==> src/rtl/ctrl_pkg.sv <==
// Shared types for the instruction control sequencer:
// opcode constants, FSM states and the decoded control bundle.
package ctrl_pkg;

    localparam logic [3:0] OP_LOAD  = 4'b0000;
    localparam logic [3:0] OP_STORE = 4'b0001;
    localparam logic [3:0] OP_LOADR = 4'b0010;
    localparam logic [3:0] OP_NOP   = 4'b0011;

    typedef enum logic [1:0] {
        S_DECODE,
        S_ADDR,
        S_ISSUE
    } state_t;

    // set_* flags mark which retained fields an opcode overwrites
    typedef struct packed {
        logic [1:0] aa;
        logic [1:0] ab;
        logic [1:0] ad;
        logic       set_aa;
        logic       set_ab;
        logic       set_ad;
        logic       set_md;
        logic       wr;
        logic       mw;
        logic       md;
        logic       illegal;
        logic       is_mem;
        logic       uses_amem;
    } bundle_t;

endpackage

==> src/rtl/ctrl_decode.sv <==
// Combinational opcode decoder: first instruction byte to
// control bundle, including which retained fields get written.
module ctrl_decode
    import ctrl_pkg::*;
(
    input  logic [7:0] inst,
    output bundle_t    dec
);

    logic [3:0] op;
    logic [1:0] rd;
    logic [1:0] rs;

    assign op = inst[7:4];
    assign rd = inst[3:2];
    assign rs = inst[1:0];

    always_comb begin
        dec = '0;
        unique case (1'b1)
            op == OP_LOAD: begin
                dec.ad        = rd;
                dec.set_ad    = 1'b1;
                dec.wr        = 1'b1;
                dec.set_md    = 1'b1;
                dec.is_mem    = 1'b1;
                dec.uses_amem = 1'b1;
            end
            op == OP_STORE: begin
                dec.ab        = rd;
                dec.set_ab    = 1'b1;
                dec.mw        = 1'b1;
                dec.is_mem    = 1'b1;
                dec.uses_amem = 1'b1;
            end
            op == OP_LOADR: begin
                dec.ad        = rd;
                dec.set_ad    = 1'b1;
                dec.wr        = 1'b1;
                dec.set_md    = 1'b1;
                dec.uses_amem = 1'b1;
            end
            op == OP_NOP: begin
            end
            op[3:1] == 3'b100: begin
                dec.aa     = rd;
                dec.ad     = rd;
                dec.set_aa = 1'b1;
                dec.set_ad = 1'b1;
                dec.wr     = 1'b1;
                dec.md     = 1'b1;
                dec.set_md = 1'b1;
            end
            (op[3:1] == 3'b101) || (op[3:2] == 2'b01): begin
                dec.aa     = rd;
                dec.ad     = rd;
                dec.ab     = rs;
                dec.set_aa = 1'b1;
                dec.set_ab = 1'b1;
                dec.set_ad = 1'b1;
                dec.wr     = 1'b1;
                dec.md     = 1'b1;
                dec.set_md = 1'b1;
            end
            op[3:2] == 2'b11: begin
                dec.illegal = 1'b1;
            end
            default: begin
            end
        endcase
    end

endmodule

==> src/rtl/ctrl_sequencer.sv <==
// Handshaked instruction sequencer: assembles opcode plus address
// extension bytes and issues one registered control bundle per instruction.
module ctrl_sequencer
    import ctrl_pkg::*;
#(
    parameter  int ADDR_EXT_BYTES = 1,
    localparam int AMEM_W         = 2 + 8 * ADDR_EXT_BYTES
) (
    input  logic              m_clk,
    input  logic              rst_n,
    input  logic [7:0]        inst,
    input  logic              inst_valid,
    output logic              inst_ready,
    input  logic              exec_ready,
    output logic              op_valid,
    output logic [1:0]        aa,
    output logic [1:0]        ab,
    output logic [1:0]        ad,
    output logic [AMEM_W-1:0] amem,
    output logic              wr,
    output logic              mw,
    output logic              md,
    output logic              illegal
);

    localparam int CNT_W =
        (ADDR_EXT_BYTES > 1) ? $clog2(ADDR_EXT_BYTES) : 1;
    localparam logic [CNT_W-1:0] CNT_LAST =
        CNT_W'(ADDR_EXT_BYTES - 1);

    state_t            state;
    state_t            state_nxt;
    bundle_t           dec;
    logic [CNT_W-1:0]  cnt;
    logic [AMEM_W-1:0] addr_sh;
    logic [AMEM_W-1:0] addr_nxt;
    logic              pend_wr;
    logic              pend_mw;
    logic              dec_take;
    logic              addr_take;
    logic              addr_done;
    logic              issue_go;
    logic              retire;
    logic              dec_unused;

    ctrl_decode u_decode (
        .inst (inst),
        .dec  (dec)
    );

    assign dec_unused = dec.uses_amem;

    // Partial address lives in a shadow so amem changes atomically
    always_comb begin
        addr_nxt = addr_sh;
        addr_nxt[2 + 8 * int'(cnt) +: 8] = inst;
    end

    always_ff @(posedge m_clk or negedge rst_n) begin
        if (!rst_n) state <= S_DECODE;
        else        state <= state_nxt;
    end

    always_comb begin
        state_nxt  = state;
        inst_ready = 1'b0;
        dec_take   = 1'b0;
        addr_take  = 1'b0;
        addr_done  = 1'b0;
        issue_go   = 1'b0;
        retire     = 1'b0;
        unique case (state)
            S_DECODE: begin
                inst_ready = 1'b1;
                if (inst_valid) begin
                    dec_take = 1'b1;
                    if (dec.is_mem) begin
                        state_nxt = S_ADDR;
                    end else begin
                        state_nxt = S_ISSUE;
                        issue_go  = 1'b1;
                    end
                end
            end
            S_ADDR: begin
                inst_ready = 1'b1;
                if (inst_valid) begin
                    addr_take = 1'b1;
                    if (cnt == CNT_LAST) begin
                        addr_done = 1'b1;
                        issue_go  = 1'b1;
                        state_nxt = S_ISSUE;
                    end
                end
            end
            S_ISSUE: begin
                if (exec_ready) begin
                    retire    = 1'b1;
                    state_nxt = S_DECODE;
                end
            end
            default: state_nxt = S_DECODE;
        endcase
    end

    always_ff @(posedge m_clk or negedge rst_n) begin
        if (!rst_n) begin
            cnt      <= '0;
            addr_sh  <= '0;
            amem     <= '0;
            pend_wr  <= 1'b0;
            pend_mw  <= 1'b0;
            aa       <= 2'd0;
            ab       <= 2'd0;
            ad       <= 2'd0;
            md       <= 1'b1;
            op_valid <= 1'b0;
            wr       <= 1'b0;
            mw       <= 1'b0;
            illegal  <= 1'b0;
        end else begin
            if (dec_take) begin
                if (dec.set_aa) aa <= dec.aa;
                if (dec.set_ab) ab <= dec.ab;
                if (dec.set_ad) ad <= dec.ad;
                if (dec.set_md) md <= dec.md;
                pend_wr <= dec.wr;
                pend_mw <= dec.mw;
                if (dec.is_mem) begin
                    cnt          <= '0;
                    addr_sh[1:0] <= inst[1:0];
                end
            end
            if (addr_take) begin
                addr_sh <= addr_nxt;
                cnt     <= cnt + CNT_W'(1);
            end
            if (addr_done) begin
                amem <= addr_nxt;
                cnt  <= '0;
            end
            // Non-memory ops issue straight from the decoder output
            if (issue_go) begin
                op_valid <= 1'b1;
                wr       <= dec_take ? dec.wr : pend_wr;
                mw       <= dec_take ? dec.mw : pend_mw;
                illegal  <= dec_take & dec.illegal;
            end else if (retire) begin
                op_valid <= 1'b0;
                wr       <= 1'b0;
                mw       <= 1'b0;
                illegal  <= 1'b0;
            end
        end
    end

endmodule

==> config.mk <==
export PLATFORM = sky130hd
export DESIGN_NAME = ctrl_sequencer
export DESIGN_NICKNAME = d
export VERILOG_FILES = /design/src/rtl/ctrl_pkg.sv /design/src/rtl/ctrl_decode.sv /design/src/rtl/ctrl_sequencer.sv
export SDC_FILE = /design/constraint.sdc
export NUM_CORES = 1
export LEC_CHECK = 0
export CELL_PAD_IN_SITES_DETAIL_PLACEMENT = 0
export CELL_PAD_IN_SITES_GLOBAL_PLACEMENT = 2
export CORE_MARGIN = 2
export CORE_UTILIZATION = 29
export CTS_CLUSTER_DIAMETER = 120
export CTS_CLUSTER_SIZE = 20
export DETAILED_ROUTE_END_ITERATION = 7
export PLACE_DENSITY_LB_ADDON = 0.1
export SKIP_CTS_REPAIR_TIMING = 1
export SLEW_MARGIN = 20
export SYNTH_ARGS = -nofsm -noshare
export SYNTH_HDL_FRONTEND = slang
export SYNTH_HIERARCHICAL = 1
export SYNTH_SLANG_ARGS = --single-unit
export TNS_END_PERCENT = 20
==> constraint.sdc <==
create_clock -name m_clk -period 1.6 [get_ports m_clk]
set_input_delay 0.32 -clock m_clk [delete_from_list [all_inputs] [get_ports m_clk]]
set_output_delay 0.32 -clock m_clk [all_outputs]
set_load 0.02 [all_outputs]
# After elaboration in Yosys (flattened, before gate mapping)

Index checks and enable logic that the tools add are counted.

Flip-flop bits (word level): 36
Bits of input ports: 12
Output and inout port bits: 22

Add/sub/neg operators: 3
Equal/unequal tests: 12
Shifts and indexed selects: 2
Mux-type cells: 42
Bitwise operators: 1
Reduce and logical (&&, ||, !) cells: 20

Operators by type and width:

| cell                      | number |
|---|---|
| $neg A5 Y33               | 1 |
| $shift A8 B33 Y10 const A | 1 |
| $shiftx A8 B33 Y10        | 1 |
| $mux W1                   | 27 |
| $mux W2                   | 10 |
| $reduce_and A2 Y1         | 6 |
| $bwmux W10                | 1 |
| $ne A2 B2 Y1 const B      | 4 |
| $reduce_or A2 Y1          | 4 |
| $eq A3 B3 Y1 const B      | 2 |
| $pmux W2 S3               | 1 |
| $reduce_bool A2 Y1        | 3 |
| $reduce_bool A3 Y1        | 2 |
| $add A2 B4 Y5 const A     | 1 |
| $eq A2 B1 Y1 const B      | 2 |
| $eq A2 B2 Y1 const B      | 2 |
| $eq A4 B1 Y1 const B      | 1 |
| $eq A4 B2 Y1 const B      | 1 |
| $logic_not A4 Y1          | 1 |
| $pmux W2 S2               | 1 |
| $reduce_and A4 Y1         | 1 |
| $reduce_or A4 Y1          | 1 |
| $mux W3                   | 1 |
| $logic_not A2 Y1          | 1 |
| 4 further kinds           | 4 |

# Depth between registers and ports, before layout

Depth after elaboration: 7
Mapped depth: 6
Gate-level depth less buffers: 5

# By module

The synthesis kept the hierarchy.

By module, submodules not included:

| module         | times used | cells an instance | area an instance (um^2) |
|---|---|---|---|
| ctrl_sequencer | 1          | 103               | 1167.4 |
| ctrl_decode    | 1          | 29                | 198.9 |

# Least setup slack after synthesis

OpenSTA, ideal clock, no wires.

Kind: input-to-reg
Start point: input inst[7]
End point: register ad[0]
Library setup time: 125 ps
Arrival time: 1190 ps
Required time: 1475 ps
Slack: 285 ps
Cell stages on the path: 6
Buffers on the path: 2
Cells stage by stage: buf_4 nor2_1 a21oi_2 buf_4 nand2_1 mux2_2

RTL lines:

| what                 | line                  | source |
|---|---|---|
| from (decl)          | ctrl_sequencer.sv:11  | `input logic [7:0] inst,` |
| to (signal assigned) | ctrl_sequencer.sv:125 | `if (dec.set_ad) ad <= dec.ad;` |
| to (decl)            | ctrl_sequencer.sv:18  | `output logic [1:0] ad,` |

# Worst setup path after layout

Start point: register amem[7]
End point: output amem[7]

RTL lines:

| what                   | line                  | source |
|---|---|---|
| from (decl)            | ctrl_sequencer.sv:19  | `output logic [AMEM_W-1:0] amem,` |
| from (signal assigned) | ctrl_sequencer.sv:139 | `amem <= addr_nxt;` |

No word-level cell between the ends.

==> flow_metrics.tcl <==
set metrics [dict create \
    setup_viol 0 \
    rr_worst_depth 4 \
    grt_antenna_before_repair 0 \
    powerDensity_nw_per_um2 1190 \
    wl_per_cell_um 13.3 \
    clkLatencyLatePin_ns 0.27 \
    htreeDepth 1 \
    slew_headroom_pct 79.6 \
    postPlaceCellArea_um2 1810 \
    root_buffer "clkbuf_8" \
    row_count 24 \
    cp_slowest_cell "clkdlybuf4s50_1" \
    rrSetupSlack_ns 0.27 \
    port_buffers 33 \
    clkSinkCount 28 \
    rsz0062_at_grt "yes" \
    netlist_area_um2 1360 \
    drtIter0Drc 37 \
    fin_setup_tns_ns 0 \
    timing.rr.start "state[1]" \
    cp_cell_sequence "clkdlybuf4s50_1" \
    timing.fmax_ghz 0.642 \
    worstPathArrival_ns 1.24 \
    fin_crit_ns 1.56 \
    io_pins 34 \
    r2r_end "illegal" \
    end_kind "output port" \
    dr.pass1.iters 4 \
    cp_num_buf_inv 1 \
    min_period_over_period_pct 97.4 \
    die_w_um 72.5 \
    synth_fp_nets 143 \
    syn_to_final_growth_pct 41.0 \
    finClkSkew_ns 0.00149 \
    crit_path_start_kind "flop" \
    grt_pass1_wl_um 5200 \
    worstMarginPinSlew_ns 0.304 \
    cts_tree "done" \
    crit_path_start "amem[7]" \
    grtUsageTotal_pct 12.7 \
    status "completed" \
    maxCapViolations 0 \
    cp_top_family "buffers and inverters" \
    crit_end "amem[7]" \
    hp-class "primary input to flop" \
    cts.clk_slew.worst_paths_ns 0.09 \
    place_hpwl_um 2270 \
    critical_path.max_stage_delay_ns 0.60 \
    gp_congestion 0.726 \
    hold_start "inst[6]" \
    layout.nets 186 \
    critical_path_depth 1 \
    synthCells 131 \
    ant_nets 0 \
    hold_viol_final 0 \
    grt-ovfl-total 0 \
    yosysWarnings 6 \
    hold_slack_ns 0.362 \
    fp.dieH_um 72.5 \
    critical_path_class "flop to output port" \
    ir_drop_v 0.000556 \
    grt_pass1_vias 1084 \
    synth.avg_cell_area_um2 10.4 \
    drive_gt1_share_pct 21.4 \
    grt_max_degree 29 \
    slew_violations 0 \
    drc 0 \
    final_area_um2 1920 \
    vias_per_cell 4.61 \
    final_util_pct 43.1 \
    power.total_mw 2.28 \
    core_area_um2 4440 \
    clock_path_buffers 2 \
    routed_wl_um 3000 \
    num_vias 1038 \
    leakagePower_nw 1.10 \
    crit_required_ns 1.28 \
    start_util_pct 30.6 \
    numCtsBuffers 3 \
    dieArea_um2 5250 \
    diodes 0 \
    crit_fanout 2 \
]
-- layout by cell type (no fill, tap or decap), types with 2 or more instances in the layout --
| master | count |
|---|---|
| nand3b_1 | 2 |
| inv_1 | 3 |
| mux2_2 | 11 |
| nand3_1 | 2 |
| nand2_1 | 45 |
| buf_4 | 13 |
| dfrtp_1 | 27 |
| clkdlybuf4s50_1 | 15 |
| mux2i_1 | 5 |
| clkbuf_8 | 4 |
| and2_1 | 5 |
| o21ai_0 | 2 |
| nor2b_1 | 2 |
| dlymetal6s2s_1 | 18 |
| nand4b_1 | 2 |
| a21oi_1 | 2 |
-- layout make-up --
class	count	area, µm²
inverters	3	11.3
flip-flops and latches	28	702
repair buffers	47	493
fillers	429	2530
clock buffers	4	55.1
well taps	52	65.1
multi-input cells	91	589
-- tightest hold or removal path: cells and delay by family --
| family | cells | cell delay (ns) |
|---|---|---|
| simple gates | 2 | 0.11 |
| buf+inv | 1 | 0.17 |
-- power breakdown --
group          internal [mW]  leakage, nW  switching, mW  total (mW)
registers              0.895        0.358         0.0929       0.988
logic                  0.429        0.712          0.420       0.849
clock network          0.220       0.0288          0.221       0.441
-- metal layers --
layer / routed length (µm) / GRT usage (%) / vias to the layer above / part of all wire [%]
met4: 47 / 4.94 / 0 / 1.6
met5: 0 / 0 / - / 0
met1: 1370 / 16.3 / 497 / 46
met2: 1440 / 21.1 / 24 / 48
li1: - / - / 512 / -
met3: 147 / 2.64 / 5 / 4.9
-- how the worst min path moves through the flow --
stage / cells past startpoint / to / slack (ns)
finish: 3 / amem[8] / 0.36
CTS: 2 / wr / 0.39
global placement: 2 / op_valid / 0.46
global route: 3 / amem[8] / 0.39
floorplan: 0 / aa[0] / 0.02
detailed placement: 2 / amem[7] / 0.46
-- metrics by stage --
step                      setup slack, ns  cells
after global routing              -0.0150    225
final                              0.0421    225
after detailed placement           -0.299    221
after floorplan                     0.289    131
after CTS                          -0.149    225
after global placement             -0.214    221
-- registers in the layout, summed over array words and instances (netlist names) --
name / count
addr_sh: 2
pend_mw: 1
op_valid: 1
aa: 2
illegal: 1
md: 1
wr: 1
ab: 2
state: 2
mw: 1
ad: 2
amem: 10
cnt: 1
pend_wr: 1
Note: power is estimated with default switching activity, not from simulation.
